### config.mk
export PLATFORM = sky130hd
export DESIGN_NAME = sts_fault_reporter
export DESIGN_NICKNAME = d
export VERILOG_FILES = /design/src/rtl/sts_fault_reporter.sv
export SDC_FILE = /design/constraint.sdc
export NUM_CORES = 1
export LEC_CHECK = 0
export ABC_CLOCK_PERIOD_IN_PS = 11200
export BUFFER_PORTS_ARGS = -buffer_cell sky130_fd_sc_hd__buf_2
export CAP_MARGIN = 20
export CORE_UTILIZATION = 57
export CTS_BUF_LIST = sky130_fd_sc_hd__clkbuf_8 sky130_fd_sc_hd__clkbuf_16
export DETAILED_ROUTE_END_ITERATION = 7
export PLACE_DENSITY = 0.92
export SLEW_MARGIN = 20
export SYNTH_ARGS = -nofsm -noshare
export SYNTH_HDL_FRONTEND = slang
export SYNTH_SLANG_ARGS = --single-unit
export TNS_END_PERCENT = 10
### constraint.sdc
create_clock -name clk -period 11.2 [get_ports clk]
set_input_delay 0.56 -clock clk [delete_from_list [all_inputs] [get_ports clk]]
set_output_delay 0.56 -clock clk [all_outputs]
set_load 0.03 [all_outputs]
### src/rtl/sts_fault_reporter.sv
// sts_fault_reporter
//   Turns rising edges on NUM_SRC synchronized status vectors into reports on a
//   valid/ready stream. Each source keeps a pending mask (bits that have risen
//   but are not yet reported) and a sticky mask (bits that have risen since the
//   last clear). A round-robin arbiter grants one pending source at a time, so
//   simultaneous faults are all delivered and none can starve the others.
//
// Ports
//   clk           clock
//   rst           asynchronous reset, active high
//   enable        0 masks new-event detection (pending reports still drain)
//   clear         one-cycle pulse clearing sticky and pending state
//   sts_in        status, source s at bits [s*WIDTH +: WIDTH]
//   report_data   {source index, channel mask}
//   report_valid  report available
//   report_ready  consumer accepts report
//   pending       per source: some bit has risen and is not yet reported
//   sticky        bits that have risen since the last clear
//   report_count  accepted reports, saturating at 16'hFFFF
module sts_fault_reporter #(
  parameter int NUM_SRC = 12,
  parameter int WIDTH   = 8,
  parameter int CODE_W  = 4
) (
  input  logic                      clk,
  input  logic                      rst,
  input  logic                      enable,
  input  logic                      clear,
  input  logic [NUM_SRC*WIDTH-1:0]  sts_in,
  output logic [CODE_W+WIDTH-1:0]   report_data,
  output logic                      report_valid,
  input  logic                      report_ready,
  output logic [NUM_SRC-1:0]        pending,
  output logic [NUM_SRC*WIDTH-1:0]  sticky,
  output logic [15:0]               report_count
);

  typedef enum logic [0:0] {IDLE, SEND} state_t;

  state_t                     state_reg;
  logic [NUM_SRC*WIDTH-1:0]   prev_reg;
  logic [NUM_SRC*WIDTH-1:0]   pend_mask_reg;
  logic [NUM_SRC*WIDTH-1:0]   sticky_reg;
  logic [CODE_W-1:0]          rr_ptr_reg;

  logic [NUM_SRC*WIDTH-1:0]   rise;
  logic [NUM_SRC*WIDTH-1:0]   capture;
  logic                       grant_found;
  logic [CODE_W-1:0]          grant_idx;
  logic [WIDTH-1:0]           grant_mask;
  logic                       take;

  // Edge detect against last cycle's sample; prev_reg tracks sts_in even while
  // disabled, so levels already high at enable time are not reported.
  assign rise = sts_in & ~prev_reg & {(NUM_SRC*WIDTH){enable}};

  // The FSM takes a mask only from IDLE when something is pending.
  assign take = (state_reg == IDLE) && grant_found;

  generate
    for (genvar gi = 0; gi < NUM_SRC; gi++) begin : g_src
      assign pending[gi] = |pend_mask_reg[gi*WIDTH +: WIDTH];
      // Only the granted source's slice is removed from its pending mask.
      assign capture[gi*WIDTH +: WIDTH] =
        (take && (grant_idx == CODE_W'(gi))) ? pend_mask_reg[gi*WIDTH +: WIDTH]
                                             : '0;
    end
  endgenerate

  // Round-robin search: first pending source after rr_ptr, wrapping.
  always_comb begin
    int idx;
    grant_found = 1'b0;
    grant_idx   = '0;
    idx         = 0;
    for (int k = 1; k <= NUM_SRC; k++) begin
      idx = int'(rr_ptr_reg) + k;
      if (idx >= NUM_SRC) idx = idx - NUM_SRC;
      if (!grant_found && pending[idx]) begin
        grant_found = 1'b1;
        grant_idx   = CODE_W'(idx);
      end
    end
  end

  assign grant_mask = pend_mask_reg[grant_idx*WIDTH +: WIDTH];

  // Event bookkeeping. A rise in the same cycle as clear or capture survives.
  always_ff @(posedge clk or posedge rst) begin
    if (rst) begin
      prev_reg      <= '0;
      pend_mask_reg <= '0;
      sticky_reg    <= '0;
    end else begin
      prev_reg      <= sts_in;
      pend_mask_reg <= clear ? rise : ((pend_mask_reg & ~capture) | rise);
      sticky_reg    <= clear ? rise : (sticky_reg | rise);
    end
  end

  assign sticky = sticky_reg;

  // Report FSM with registered outputs.
  always_ff @(posedge clk or posedge rst) begin
    if (rst) begin
      state_reg    <= IDLE;
      rr_ptr_reg   <= CODE_W'(NUM_SRC - 1);
      report_data  <= '0;
      report_valid <= 1'b0;
      report_count <= '0;
    end else begin
      case (state_reg)
        IDLE: begin
          if (grant_found) begin
            report_data  <= {grant_idx, grant_mask};
            report_valid <= 1'b1;
            rr_ptr_reg   <= grant_idx;
            state_reg    <= SEND;
          end
        end
        SEND: begin
          if (report_valid && report_ready) begin
            report_valid <= 1'b0;
            if (report_count != 16'hFFFF) report_count <= report_count + 16'd1;
            state_reg    <= IDLE;
          end
        end
        default: state_reg <= IDLE;
      endcase
    end
  end

endmodule

==> results.toml, run 1 <==
[synthesis]
ys_types = 84
ys_seq_elements = 321
synthMuxAreaShare_pct = 3.777
synthSimpleGateAreaFrac_pct = 15.09
synthAdderAreaFrac_pct = 1.935
ys_seq_area_share_pct = 54.03
ys.flop_type = "dfrtp_1"
ys_async_sr_fraction_pct = 100.0
synth_top_family_by_area = "compound AO/OA/AOI/OAI gates"
synth-xor-area-share_pct = 1.531
syn_area_per_cell_um2 = 10.73
synth-edff-count = 0
yosysWarningCount = 0
mappedNetlistArea_um2 = 14870
synth_nets = 1510
syn_inst = 1386
synth_compound_area_share_pct = 18.84

[grt]
antenna_found_initial = 0
grt_pass1_wl_um = 66210
grt_pass1_vias = 12260
grt_max_degree = 188
track_usage_pct = 31.62
grt.overflow.total = 0

[critical_path]
reg2reg_setup_slack_ps = 4170
critPathKind = "reg -> reg"
r2r-end = "pend_mask_reg[19]"
critPathCapture = "pend_mask_reg[19]"
worstRegToRegCells = 16
reg2reg_from = "rr_ptr_reg[0]"
startpoint = "rr_ptr_reg[0]"
cp.arrival_ps = 7490
cp.required_ps = 11660
cp-end-kind = "flip-flop"
cp-start-kind = "flip-flop"
critPathMaxFanout = 26

[sta]
fin_crit_ps = 7027
clock_skew_ps = 27.42
hold_violations = 0
worst_pin_slew_ps = 1102
rsz0062_at_grt = "false"
setup_viol = 0
fin_setup_tns_ps = 0
relSlewSlack_pct = 26.52
fin_ws_ps = 4173
fmax_mhz = 142.3
timing.final.crit_share_pct = 62.74
maxSlewViolCount = 0

[placed_design]
post-place-ws_ps = 4547
port_buffers = 237
gp_congestion = 1.035
dp_hpwl_um = 29340

[routing]
drt-initial-drc-count = 1272
vias = 12405
routedWlPerCell_um = 21.63
drt_pass1_iterations = 5
dr_wl_met2_um = 20200
wl_um = 42220
ant_nets = 0
drc = 0
dr.max_layer_used = "met4"
dr_wl_met3_um = 3670
viasPerCell = 6.355
met1_length_um = 16970

[power]
p_int_mw = 2.886
power_mw = 5.433
p_per_area_nw_per_um2 = 313.9
comb_power_share_pct = 55.3
clockPowerShare_pct = 18.9
p_sw_share_pct = 46.89
p_seq_share_pct = 25.8
leakagePower_nw = 8.449
switchingPower_mw = 2.547
ir_drop_v = 0.0001831

[cells_and_area]
fill_cells = 1806
final_common_cell = "dfrtp_1"
final_util_pct = 68.14
seq_area_um2 = 8036
final_cell_mix = "dfrtp_1, buf_2, o21ai_0"
multi_input_area_um2 = 6136
drive_gt1_share_pct = 23.37
fin_nets = 1724
antenna_cells = 0
syn2layout_area_growth_pct = 16.37

[run]
drv_cap = 0

[floorplanning]
die_area_um2 = 26740
start_util_pct = 58.56
design.core.area_um2 = 25400
num_rows = 58
dieHeight_um = 163.5
ioPinCount = 238
die_width_um = 163.5

[clock_network]
cts_buffers = 31
path_clk_slew_ps = 70
cts_tree = "built"
cts-htree-levels = 1
cts_root_buffer = "clkbuf_16"
cts_setup_buffers = 0
clock_sinks = 321
cts_resized = 0
ctsHoldBuffers = 0
clock_path_buffers = 3
worstSkewPairLatency_ps = 580

[worst_hold_path]
hold_path.class = "in -> reg"

[run_status]
status = "complete, no violations"
==> worst min-delay path by stage <==
stage,startpoint,endpoint,depth (start not counted)
after CTS,sts_in[83],prev_reg[83],1
after global placement,prev_reg[81],sticky[81],1
after global routing,sts_in[76],prev_reg[76],1
after floorplan,prev_reg[81],sticky[81],1
after detailed placement,prev_reg[27],pend_mask_reg[27],1
final,sts_in[83],prev_reg[83],1
==> cell families after synthesis <==
family,after synthesis
and+or+nand+nor,399
muxes,48
xor gates and xnor gates,26
DFF,321
adders and majority gates,23
buffers and inverters,182
AOI/OAI and AO/OA,387
==> layer usage <==
layer	global-route usage (%)	up-vias
li1	-	5417
met1	42.50	6171
met2	52.12	694
met3	5.485	123
met4	10.48	0
met5	0	-
==> cell type report <==
class                      instances  area share, %
inverter                         119          2.624
multi-input combinational        883          35.45
clock buffer                      40          5.198
timing repair buffer             244          7.229
clock inverter                    15         0.6795
sequential                       321          46.43
tap                              330          2.386
==> power groups by stage <==
| stage | combinational, mW | sequential, mW | clock (mW) |
|---|---|---|---|
| CTS | 2.91 | 1.39 | 1.03 |
| global placement | 2.83 | 1.40 | 0 |
| global route | 3.21 | 1.41 | 1.08 |
| finish | 3.01 | 1.40 | 1.03 |
| detailed placement | 2.88 | 1.41 | 0 |
| floorplan | 2.14 | 1.47 | 0 |
==> Yosys cell counts, drive strengths merged (15+ instances only) <==
master	n	share of area, %
dfrtp	318	54
buf	29	0.93
clkbuf	34	0.86
nand2	113	2.9
mux2	15	1.1
ha	23	1.9
nor4	28	1.2
inv	119	3.0
mux2i	28	1.9
nor2	42	1.2
a21bo	64	4.3
xnor2	21	1.2
nand3b	96	4.8
o21ai	134	4.5
nand3	27	0.91
a21oi	32	1.2
a221oi	19	1.2
nor3	20	0.67
a31oi	24	1.0
==> stage by stage <==
step | hold WS, ps | instances | area (um^2)
floorplan | 410.7 | 1386 | 14870
global placement | 424.9 | 1897 | 16290
detailed placement | 436.0 | 1897 | 16290
CTS | 92.30 | 1952 | 17310
global route | 87.69 | 1952 | 17310
finish | 94.51 | 1952 | 17310
==> critical path, stage by stage, from the launching register on <==
cell and delay [ps]:
dfstp_2 890, inv_2 220, ha_1 470, xor2_1 430
inv_1 190, ha_1 340, nor2_1 210, nor3_1 90
o32a_1 360, a211oi_1 580, and4_4 350, o2111ai_1 150
nand3_1 650, nand2_1 650, nor2_1 630, a31oi_1 390
a21bo_1 290
Power figures use the tool's default switching activity.
==> run 2, diff against run 1 <==
--- a/config.mk
+++ b/config.mk
@@ -5,13 +5,14 @@
 export SDC_FILE = /design/constraint.sdc
 export NUM_CORES = 1
 export LEC_CHECK = 0
-export ABC_CLOCK_PERIOD_IN_PS = 11200
+export ABC_AREA = 1
+export ABC_CLOCK_PERIOD_IN_PS = 5910
 export BUFFER_PORTS_ARGS = -buffer_cell sky130_fd_sc_hd__buf_2
 export CAP_MARGIN = 20
-export CORE_UTILIZATION = 57
+export CORE_UTILIZATION = 51
 export CTS_BUF_LIST = sky130_fd_sc_hd__clkbuf_8 sky130_fd_sc_hd__clkbuf_16
 export DETAILED_ROUTE_END_ITERATION = 7
-export PLACE_DENSITY = 0.92
+export PLACE_DENSITY = 0.88
 export SLEW_MARGIN = 20
 export SYNTH_ARGS = -nofsm -noshare
 export SYNTH_HDL_FRONTEND = slang
==> constraint.sdc (replaced) <==
create_clock -name clk -period 5.91 [get_ports clk]
set_input_delay 0.2955 -clock clk [delete_from_list [all_inputs] [get_ports clk]]
set_output_delay 0.2955 -clock clk [all_outputs]
set_load 0.03 [all_outputs]
==> results.toml, run 2 <==
[floorplanning]
design.core.area_um2 = 28630
start_util_pct = 51.83
dieHeight_um = 172.6
die_area_um2 = 29780
die_width_um = 172.6
num_rows = 62
ioPinCount = 238

[cells_and_area]
drive_gt1_share_pct = 18.02
fill_cells = 2217
antenna_cells = 0
fin_nets = 2183
final_common_cell = "nand2_1"
final_util_pct = 64.60
fin_cells = 2465
syn2layout_area_growth_pct = 24.64
final_cell_mix = "nand2_1, dfrtp_1, buf_2"

[placed_design]
dp_cells = 2310
gp_congestion = 0.9618
dp_hpwl_um = 29360
port_buffers = 237

[critical_path]
cp-start-kind = "flip-flop"
critPathCapture = "pend_mask_reg[46]"
reg2reg_from = "rr_ptr_reg[1]"
worstRegToRegCells = 22
critPathKind = "reg -> reg"
r2r-end = "pend_mask_reg[46]"
critPathMaxFanout = 33
startpoint = "rr_ptr_reg[1]"
cp-end-kind = "flip-flop"
reg2reg_setup_slack_ps = 610
cp.arrival_ps = 5680
cp.required_ps = 6290

[grt]
grt.overflow.total = 0
grt_pass1_wl_um = 72980
antenna_found_initial = 0
grt_max_degree = 189
track_usage_pct = 30.68
grt_pass1_vias = 13705

[synthesis]
ys_types = 51
syn_inst = 1741
synth_commonest_cells = "nand2_1, dfrtp_1, nand3_1, nor2_1, nand3b_1"
ys_seq_elements = 321
mappedNetlistArea_um2 = 14840
ys_async_sr_fraction_pct = 100.0
yosysTopAreaCell = "dfrtp_1"
ys.flop_type = "dfrtp_1"
yosysWarningCount = 0
synth_nets = 1865
synthTopCellsByArea = "dfrtp_1, nand2_1, nand3_1, nand3b_1, nor2_1"
synth_top_area_share_pct = 53.63
ys_seq_area_share_pct = 54.17
synth-edff-count = 0
syn_area_per_cell_um2 = 8.522
yosysMostFrequentCell = "nand2_1"

[routing]
ant_nets = 0
drc = 0
routedWlPerCell_um = 18.55
drt-initial-drc-count = 1423
wl_um = 45720
drt_pass1_iterations = 7
vias = 13757
viasPerCell = 5.581

[clock_network]
worstSkewPairLatency_ps = 510
ctsHoldBuffers = 97
clock_sinks = 321
path_clk_slew_ps = 60
cts_buffers = 34
cts_resized = 0
cts_root_buffer = "clkbuf_16"
cts_tree = "built"
cts_setup_buffers = 0
cts-htree-levels = 2
clock_path_buffers = 3

[sta]
relSlewSlack_pct = 28.69
maxSlewViolCount = 0
rsz0062_at_grt = "false"
clock_skew_ps = 13.71
timing.final.crit_share_pct = 89.63
fmax_mhz = 188.8
fin_setup_tns_ps = 0
fin_crit_ps = 5297
hold_violations = 0
setup_viol = 0
worst_pin_slew_ps = 1070
hold_ws_ps = 70.52

[power]
leakagePower_nw = 9.984
p_sw_share_pct = 50.47
p_int_mw = 5.666
ir_drop_v = 0.0005121
clockPowerShare_pct = 20.1
switchingPower_mw = 5.775
comb_power_share_pct = 55.7
p_per_area_nw_per_um2 = 618.7
p_seq_share_pct = 24.2

[worst_hold_path]
hold_path.class = "in -> reg"

[run_status]
status = "complete, no violations"

[run]
drv_cap = 0
run 2: through the flow:
stage               setup WS, ps  power (mW)  cell area, um^2
global route               360.3       12.19            18490
CTS                        789.4       11.28            18490
global placement            1021       8.833            16320
finish                     612.9       11.44            18490
detailed placement         835.7       8.923            16320
floorplan                   1336       7.570            14840
run 2: kinds of logic after synthesis:
logic type | Yosys count | synth area share (%)
multiplexers | 1 | 0.07589
AND/OR/NAND/NOR | 1178 | 35.87
XOR/XNOR | 26 | 1.813
buffers and inverters | 146 | 4.217
AO/OA/AOI/OAI | 46 | 1.914
flip-flops | 321 | 54.17
adder cells (fa/ha/maj) | 23 | 1.940
run 2: worst min path at each step:
stage | to | slack, ps | from | depth (start not counted)
floorplan | prev_reg[0] | 330 | sts_in[0] | 0
global placement | sticky[35] | 240 | rst | 2
detailed placement | sticky[37] | 240 | rst | 2
CTS | state_reg | 70 | report_ready | 4
global route | state_reg | 100 | report_ready | 4
finish | state_reg | 70 | report_ready | 4
run 2: final cells by class:
cell class | count | area (um^2) | area share [%]
Clock buffer | 43 | 985.9 | 5.332
Clock inverter | 15 | 216.5 | 1.171
Inverter | 80 | 311.5 | 1.685
Multi-Input combinational cell | 1274 | 6175 | 33.39
Sequential cell | 321 | 8036 | 43.46
Tap cell | 384 | 480.5 | 2.598
Timing Repair Buffer | 348 | 2287 | 12.37
run 2: critical path: stages, from the launching register on:
cell and delay, ps:
dfstp_2 660, buf_4 230, ha_1 360, xor2_4 310, inv_1 80, ha_1 200, inv_1 60, nand3_1 160
o21ai_0 520, nand2_1 140, nand3_2 150, nand4_1 130, nor2_2 160, nand4_2 150, nor3_1 320, nand2_1 110
nand3_2 380, buf_12 240, inv_2 60, nor2_2 230, nand3_2 250, nand3_1 150, nand2_1 80
run 2: metal layers:
layer  routed length (um)  GRT usage, %  vias up
met3                 3683         5.805      132
met4                 1702         11.83        0
li1                     -             -     6225
met1                18220         39.75     6692
met5                    0             0        -
met2                22120         51.18      708
run 2: power groups by stage:
stage                     Sequential [mW]  Clock [mW]  Combinational [mW]
after CTS                            2.75        2.30                6.23
after detailed placement             2.78           0                6.14
after global placement               2.77           0                6.06
after global routing                 2.80        2.41                6.98
final                                2.77        2.30                6.37
after floorplan                      2.92           0                4.65
